## config.mk

```make
export PLATFORM = sky130hd
export DESIGN_NAME = shift_seq
export DESIGN_NICKNAME = d
export VERILOG_FILES = /design/src/rtl/shift_seq.sv
export SDC_FILE = /design/constraint.sdc
export NUM_CORES = 1
export LEC_CHECK = 0
export CORE_ASPECT_RATIO = 0.7
export CORE_MARGIN = 2
export CORE_UTILIZATION = 52
export DETAILED_ROUTE_END_ITERATION = 8
export PLACE_DENSITY = 0.87
export SYNTH_ARGS = -nofsm -noshare
export SYNTH_HDL_FRONTEND = slang
export SYNTH_SLANG_ARGS = --single-unit
```

## constraint.sdc

```tcl
create_clock -name clk_i -period 3 [get_ports clk_i]
set_clock_uncertainty 0.15 [all_clocks]
set_input_delay 0.3 -clock clk_i [delete_from_list [all_inputs] [get_ports clk_i]]
set_output_delay 0.3 -clock clk_i [all_outputs]
set_load 0.005 [all_outputs]
```

## src/rtl/shift_seq.sv

```systemverilog
// Iterative RV32I shift sequencer: moves at most STEP bit positions per cycle
// between a valid/ready issue port and a valid/ready result port.
module shift_seq #(
    parameter int unsigned STEP = 4,
    parameter int unsigned XLEN = 32
) (
    input  logic            clk_i,
    input  logic            rst_n_i,
    input  logic            req_valid_i,
    output logic            req_ready_o,
    input  logic [2:0]      funct3_i,
    input  logic            funct7_i,
    input  logic [XLEN-1:0] op1_i,
    input  logic [XLEN-1:0] op2_i,
    input  logic            flush_i,
    output logic            res_valid_o,
    input  logic            res_ready_i,
    output logic [XLEN-1:0] res_o,
    output logic            illegal_o,
    output logic            busy_o
);

    typedef enum logic [1:0] {StIdle, StBusy, StDone} state_e;
    typedef enum logic [1:0] {ModeSll, ModeSrl, ModeSra} mode_e;

    localparam logic [4:0] StepAmt = 5'(STEP);

    state_e            state_q, state_d;
    mode_e             mode_q, mode_d;
    logic [XLEN-1:0]   acc_q, acc_d;
    logic [4:0]        rem_q, rem_d;
    logic              illegal_q, illegal_d;

    logic              req_illegal;
    mode_e             req_mode;
    logic [4:0]        step_k;
    logic [XLEN-1:0]   acc_shifted;

    // Only the low five bits of the shift amount are architecturally meaningful.
    logic unused_op2;
    assign unused_op2 = ^op2_i[XLEN-1:5];

    always_comb begin
        req_illegal = 1'b0;
        req_mode    = ModeSll;
        case (funct3_i)
            3'b001:  req_mode = ModeSll;
            3'b101:  req_mode = funct7_i ? ModeSra : ModeSrl;
            default: req_illegal = 1'b1;
        endcase
    end

    always_comb begin
        step_k      = (rem_q < StepAmt) ? rem_q : StepAmt;
        acc_shifted = acc_q;
        case (mode_q)
            ModeSll: acc_shifted = acc_q << step_k;
            ModeSrl: acc_shifted = acc_q >> step_k;
            ModeSra: acc_shifted = XLEN'($signed(acc_q) >>> step_k);
            default: acc_shifted = acc_q;
        endcase
    end

    always_comb begin
        state_d   = state_q;
        acc_d     = acc_q;
        rem_d     = rem_q;
        mode_d    = mode_q;
        illegal_d = illegal_q;
        if (flush_i) begin
            state_d = StIdle;
        end else begin
            case (state_q)
                StIdle: begin
                    if (req_valid_i) begin
                        acc_d     = op1_i;
                        rem_d     = op2_i[4:0];
                        mode_d    = req_mode;
                        illegal_d = req_illegal;
                        state_d   = (req_illegal || op2_i[4:0] == 5'd0) ? StDone : StBusy;
                    end
                end
                StBusy: begin
                    acc_d = acc_shifted;
                    rem_d = rem_q - step_k;
                    if (rem_q == step_k) begin
                        state_d = StDone;
                    end
                end
                StDone: begin
                    if (res_ready_i) begin
                        state_d = StIdle;
                    end
                end
                default: state_d = StIdle;
            endcase
        end
    end

    always_ff @(posedge clk_i or negedge rst_n_i) begin
        if (!rst_n_i) begin
            state_q   <= StIdle;
            acc_q     <= '0;
            rem_q     <= '0;
            mode_q    <= ModeSll;
            illegal_q <= 1'b0;
        end else begin
            state_q   <= state_d;
            acc_q     <= acc_d;
            rem_q     <= rem_d;
            mode_q    <= mode_d;
            illegal_q <= illegal_d;
        end
    end

    // Result is gated so intermediate accumulator values never leak out.
    assign req_ready_o = (state_q == StIdle);
    assign res_valid_o = (state_q == StDone);
    assign res_o       = res_valid_o ? acc_q : '0;
    assign illegal_o   = res_valid_o & illegal_q;
    assign busy_o      = (state_q != StIdle);

endmodule

```

# Word-level counts from Yosys, hierarchy flattened
# Cells that the tools add are included.
# W data, S select, Z words.
# word_totals
ff_bits,42
inputBits,73
output_inout_bits,36
elab_cells,51
# classes
add_sub_neg,1
n_lt_le_gt_ge,1
n_eq_ne,12
shift,3
n_mux,16
bitwise_logic,2
reduce_logical,11
# ops
cell,n
$pmux W32 S3,1
$mux W32,2
$pmux W32 S2,1
$shl A32 B5 Y32,1
$shr A32 B5 Y32,1
$sshr A32 B5 Y32,1
$mux W2,7
$mux W5,2
$pmux W5 S2,1
$reduce_and A3 Y1,3
$ne A3 B2 Y1 const B,2
$pmux W2 S3,1
$eq A5 B5 Y1,1
$logic_not A5 Y1,1
$lt A5 B3 Y1 const B,1
$sub A5 B5 Y5,1
$eq A2 B1 Y1 const B,2
$eq A2 B2 Y1 const B,2
$logic_not A2 Y1,2
$ne A4 B1 Y1 const B,1
$reduce_and A4 Y1,1
$reduce_bool A2 Y1,2
$eq A3 B1 Y1 const B,1
$eq A3 B3 Y1 const B,1
other kinds (7),7

# Depth between registers and ports, before layout
# Gate-level depths: netlist (run 1).
# depth
depth_word,8
mapped_depth,10
depth_no_buf,7

# Worst setup path after synthesis (run 1)
# No wires, ideal clock.
# synth_path
path_type,register to register
start,register rem_q[1]
end,register rem_q[2]
setup_time_ns,0.134
t_arrival_ns,2.202
required_time_ns,2.716
path_slack_ns,0.513
path_stages_with_launch,11
n_path_buf,4
period_less_slack_ns,2.487
path_cell_list,dfrtp_1 -> buf_2 -> clkbuf_1 -> clkbuf_1 -> clkbuf_1 -> nand2_1 -> ha_1 -> nor2_1 -> a211oi_1 -> a211oi_1 -> o31ai_1
# synth_via
elab_chain_cells,4
# synth_lines
element,line_no,rtl
start: declaration,31,"logic [4:0] rem_q, rem_d;"
start signal: assignment,110,rem_q <= rem_d;
$lt A5 B3 Y1,54,step_k = (rem_q < StepAmt) ? rem_q : StepAmt;
$mux W5,54,
$sub A5 B5 Y5 *,85,rem_d = rem_q - step_k;
$pmux W5 S2 *,73,case (state_q)
# Mark *: on every way between the ends. The rest lies on a longest branch, timed or not.
# A chain may end at the register's enable or synchronous reset.

# Worst setup path in the final report (run 1)
# layout_path
start,register mode_q[0]
end,register acc_q[17]
# layout_via
elab_chain_cells,3
word_cells_on_any_way,7
classes_between,3 x eq/ne; 2 x mux; 2 x reduce/logical
# layout_lines
element,line_no,rtl
start: declaration,29,"mode_e mode_q, mode_d;"
start signal: assignment,105,mode_q <= ModeSll;
start signal: assignment,111,mode_q <= mode_d;
"$eq A2 B2 Y1, or another cell as far along",56,case (mode_q)
$pmux W32 S3 or $ne A4 B1 Y1 (tied branches),--,
$pmux W32 S2 or $reduce_and A4 Y1 (tied branches),--,
end signal: assignment,103,acc_q <= '0;
end signal: assignment,109,acc_q <= acc_d;
end: declaration,30,"logic [XLEN-1:0] acc_q, acc_d;"
# Parallel ways exist; a longest one is shown, timed or not.

==> flow_summary.yaml, run 1 <==
run_status:
  status: "finished, final reports clean"
sta:
  fin_tns_setup_ns: 0
  tightest_slew_ns: 0.7654
  finalWorstSetupSlack_ns: 0.2570
  fmax_mhz: 364.6
  finalHoldViolations: 0
  rsz0062_at_grt: "false"
  fin_crit_sh_pct: 91.43
  whs_ns: 0.3278
  slew_headroom_pct: 47.65
  drv_slew: 0
  finalSetupViolations: 0
  period_minus_slack_ns: 2.743
power:
  internal-power_mw: 1.813
  p_clk_share_pct: 19.7
  netSwitchingFraction_pct: 44.96
  p_seq_share_pct: 31.7
  power_switching_mw: 1.482
  leakage_nw: 2.178
  power_frac_comb_pct: 48.5
  p_per_area_mw_per_mm2: 575.6
  peakVddDrop_uv: 385.4
grt:
  grt_pass1_vias: 5120
  antenna_found_initial: 0
  grt_pass1_wl_um: 27080
  grt_max_degree: 65
  overflow: 0
  grt_usage_pct: 34.97
placed_design:
  gp_congestion: 0.9544
  portBuffers: 81
  place_hpwl_um: 11590
  placed_cell_area_mm2: 0.005549
  dp_slack_ns: 0.3281
logic_synthesis:
  syn_area_mm2: 0.004664
  ys.flop_type: "dfrtp_1"
  yosysSeqAreaShare_pct: 22.53
  yosysUniqueCellTypes: 61
  ys_ff_latch: 42
  synth.area.top_cells: "dfrtp_1 (23%), nand2_1 (7.2%), mux2i_1 (6.4%)"
  synth_warnings: 0
  async_reset_ff_share_pct: 100.0
  synth_edf_count: 0
  synth_top_cell_area_share_pct: 22.53
  syn_nets: 708
  netlist_instances: 631
  yosys.area.top_type: "dfrtp_1"
  syn_avg_cell_area_um2: 7.392
finish:
  mostFrequentLayoutCells: "nand2_1 (90), clkdlybuf4s50_1 (80), nor2_1 (48)"
  fillers: 746
  seq_area_mm2: 0.001052
  final_core_util_pct: 66.69
  nets: 750
  syn_to_final_growth_pct: 22.72
  final_common_cell: "nand2_1"
  fin_area_mm2: 0.005724
  drive_gt1_share_pct: 10.83
  multi_input_area_mm2: 0.003246
  n_antenna_cell: 0
floorplan:
  core_mm2: 0.008583
  die_y_um: 83.24
  dieArea_mm2: 0.009756
  row_count: 28
  ios: 109
  start_util_pct: 54.34
  die_w_um: 117.2
hold_path:
  hold_end: "illegal_q$_DFFE_PN0P_"
  min_from: "illegal_q$_DFFE_PN0P_"
  hold-path-cell-count: 2
  hold_class: "flop to flop"
worst_setup_path:
  required_ns: 3.01
  crit_arrival_ns: 2.75
  regToRegSetupSlack_ns: 0.26
  start_kind: "flop"
  slowest_delay_ns: 0.72
  slowest_stage: "a2111oi_0"
  cp-end-kind: "flop"
  r2r-end: "acc_q[17]$_DFFE_PN0P_"
  reg2reg_depth: 6
  reg2reg_from: "mode_q[0]$_DFFE_PN0P_"
  path_cells: "inv_1, ha_1, nor3_1, or3_1, a2111oi_0, nor3_1"
  critPathMostFrequentCell: "nor3_1"
  path_class: "flop to flop"
  path_max_fanout: 17
routing:
  via_per_inst: 6.893
  vias: 5473
  first_iter_violations: 808
  firstDrtPassIters: 8
  drt_wl_total_um: 16860
  drcViolationCount: 0
  routedWlPerCell_um: 21.23
  ant_nets: 0
clock_network:
  cts.sinks: 42
  cts_made_buffers: 5
  clk_latency_ns: 0.30
  postCtsResizedCells: 0
  htreeDepth: 2
  cts_buffer_depth: 2
  cts-root-buf: "clkbuf_16"
  cts_tree: "built"
  cts.clk_slew.worst_paths_ns: 0.07
job:
  drv_cap: 0
## power by group through the flow
stage                     Clock [mW]  Combinational [mW]  Sequential (mW)
after CTS                      0.645                1.55             1.02
after detailed placement           0                1.54             1.03
final                          0.650                1.60             1.05
after global placement             0                1.49             1.02
after global routing           0.670                1.73             1.06
after floorplan                    0                1.26            0.766
## registers in the layout (all words and copies together) (netlist names)
name,cells
acc_q,32
illegal_q,1
rem_q,5
mode_q,2
state_q,2
## through the flow
step | std cells | power, mW
after floorplan | 631 | 2.030
after global placement | 785 | 2.516
after detailed placement | 785 | 2.569
after CTS | 794 | 3.219
after global routing | 794 | 3.466
final | 794 | 3.295
## worst max-delay path by stage
| stage | from | to | cells after the start |
|---|---|---|---|
| floorplan | rem_q[1]$_DFFE_PN0P_ | rem_q[2]$_DFFE_PN0P_ | 10 |
| global placement | mode_q[0]$_DFFE_PN0P_ | acc_q[17]$_DFFE_PN0P_ | 6 |
| detailed placement | mode_q[0]$_DFFE_PN0P_ | acc_q[17]$_DFFE_PN0P_ | 6 |
| CTS | mode_q[0]$_DFFE_PN0P_ | acc_q[10]$_DFFE_PN0P_ | 7 |
| global route | mode_q[0]$_DFFE_PN0P_ | acc_q[1]$_DFFE_PN0P_ | 6 |
| finish | mode_q[0]$_DFFE_PN0P_ | acc_q[17]$_DFFE_PN0P_ | 6 |
## repair_timing
item / in CTS / in global routing
endpoints found under the setup margin: 0 / 0
hold buffers: 1 / 0
buffers inserted: 0 / 0
hold endpoints to repair: 19 / 0
## per-layer routing
| layer | up-vias | wire length, um | track usage, % |
|---|---|---|---|
| li1 | 2402 | - | - |
| met1 | 2562 | 6954 | 50.50 |
| met2 | 451 | 7208 | 51.10 |
| met3 | 58 | 2282 | 9.708 |
| met4 | 0 | 412 | 9.305 |
| met5 | - | 0 | 0 |
## cells in the mapped netlist (all sizes together), types with 4 or more instances
master   instances
a2111oi          7
a211oi          21
a21oi           38
a221o            7
a221oi           5
a2bb2oi          4
a31oi            7
and2            33
buf             25
clkbuf          54
dfrtp           42
ha               4
inv              7
mux2             5
mux2i           30
mux4            13
nand2           90
nand3           16
nor2            49
nor2b           10
nor3            48
nor4             5
o2111ai          5
o211ai          11
o21ai           36
o221ai           5
o22ai            6
o31ai            5
or3              7
## layout make-up
type,count,area share (%)
Tap cell,120,2.623
Sequential cell,42,18.38
Timing Repair Buffer,114,18.89
Clock inverter,3,0.6995
Multi-Input combinational cell,502,56.70
Inverter,8,0.5246
Clock buffer,5,2.186
## kinds of logic (layout without fill, tap and decap cells)
family	after synthesis	in the layout	synth area share [%]
AND/OR/NAND/NOR	276	276	28.81
flip-flops	42	42	22.53
AO/OA/AOI/OAI	173	173	25.35
buffers and inverters	87	130	8.235
other	1	1	0.08039
adder cells (fa/ha/maj)	4	4	1.073
multiplexers	48	48	13.92
## critical path: cells and delay by family (launching register included)
family / cells / cell delay, ns
simple gates: 3 / 0.93
compound gates: 1 / 0.72
flops: 1 / 0.40
fa+ha+maj: 1 / 0.31
buf+inv: 1 / 0.10
Power figures use the tool's default switching activity.
==> run 2: changes to the inputs <==
Settings changed: CAP_MARGIN set to 40.
==> results of run 2 <==
Same layout as run 1: the final DEF is identical, and so are final timing and power.
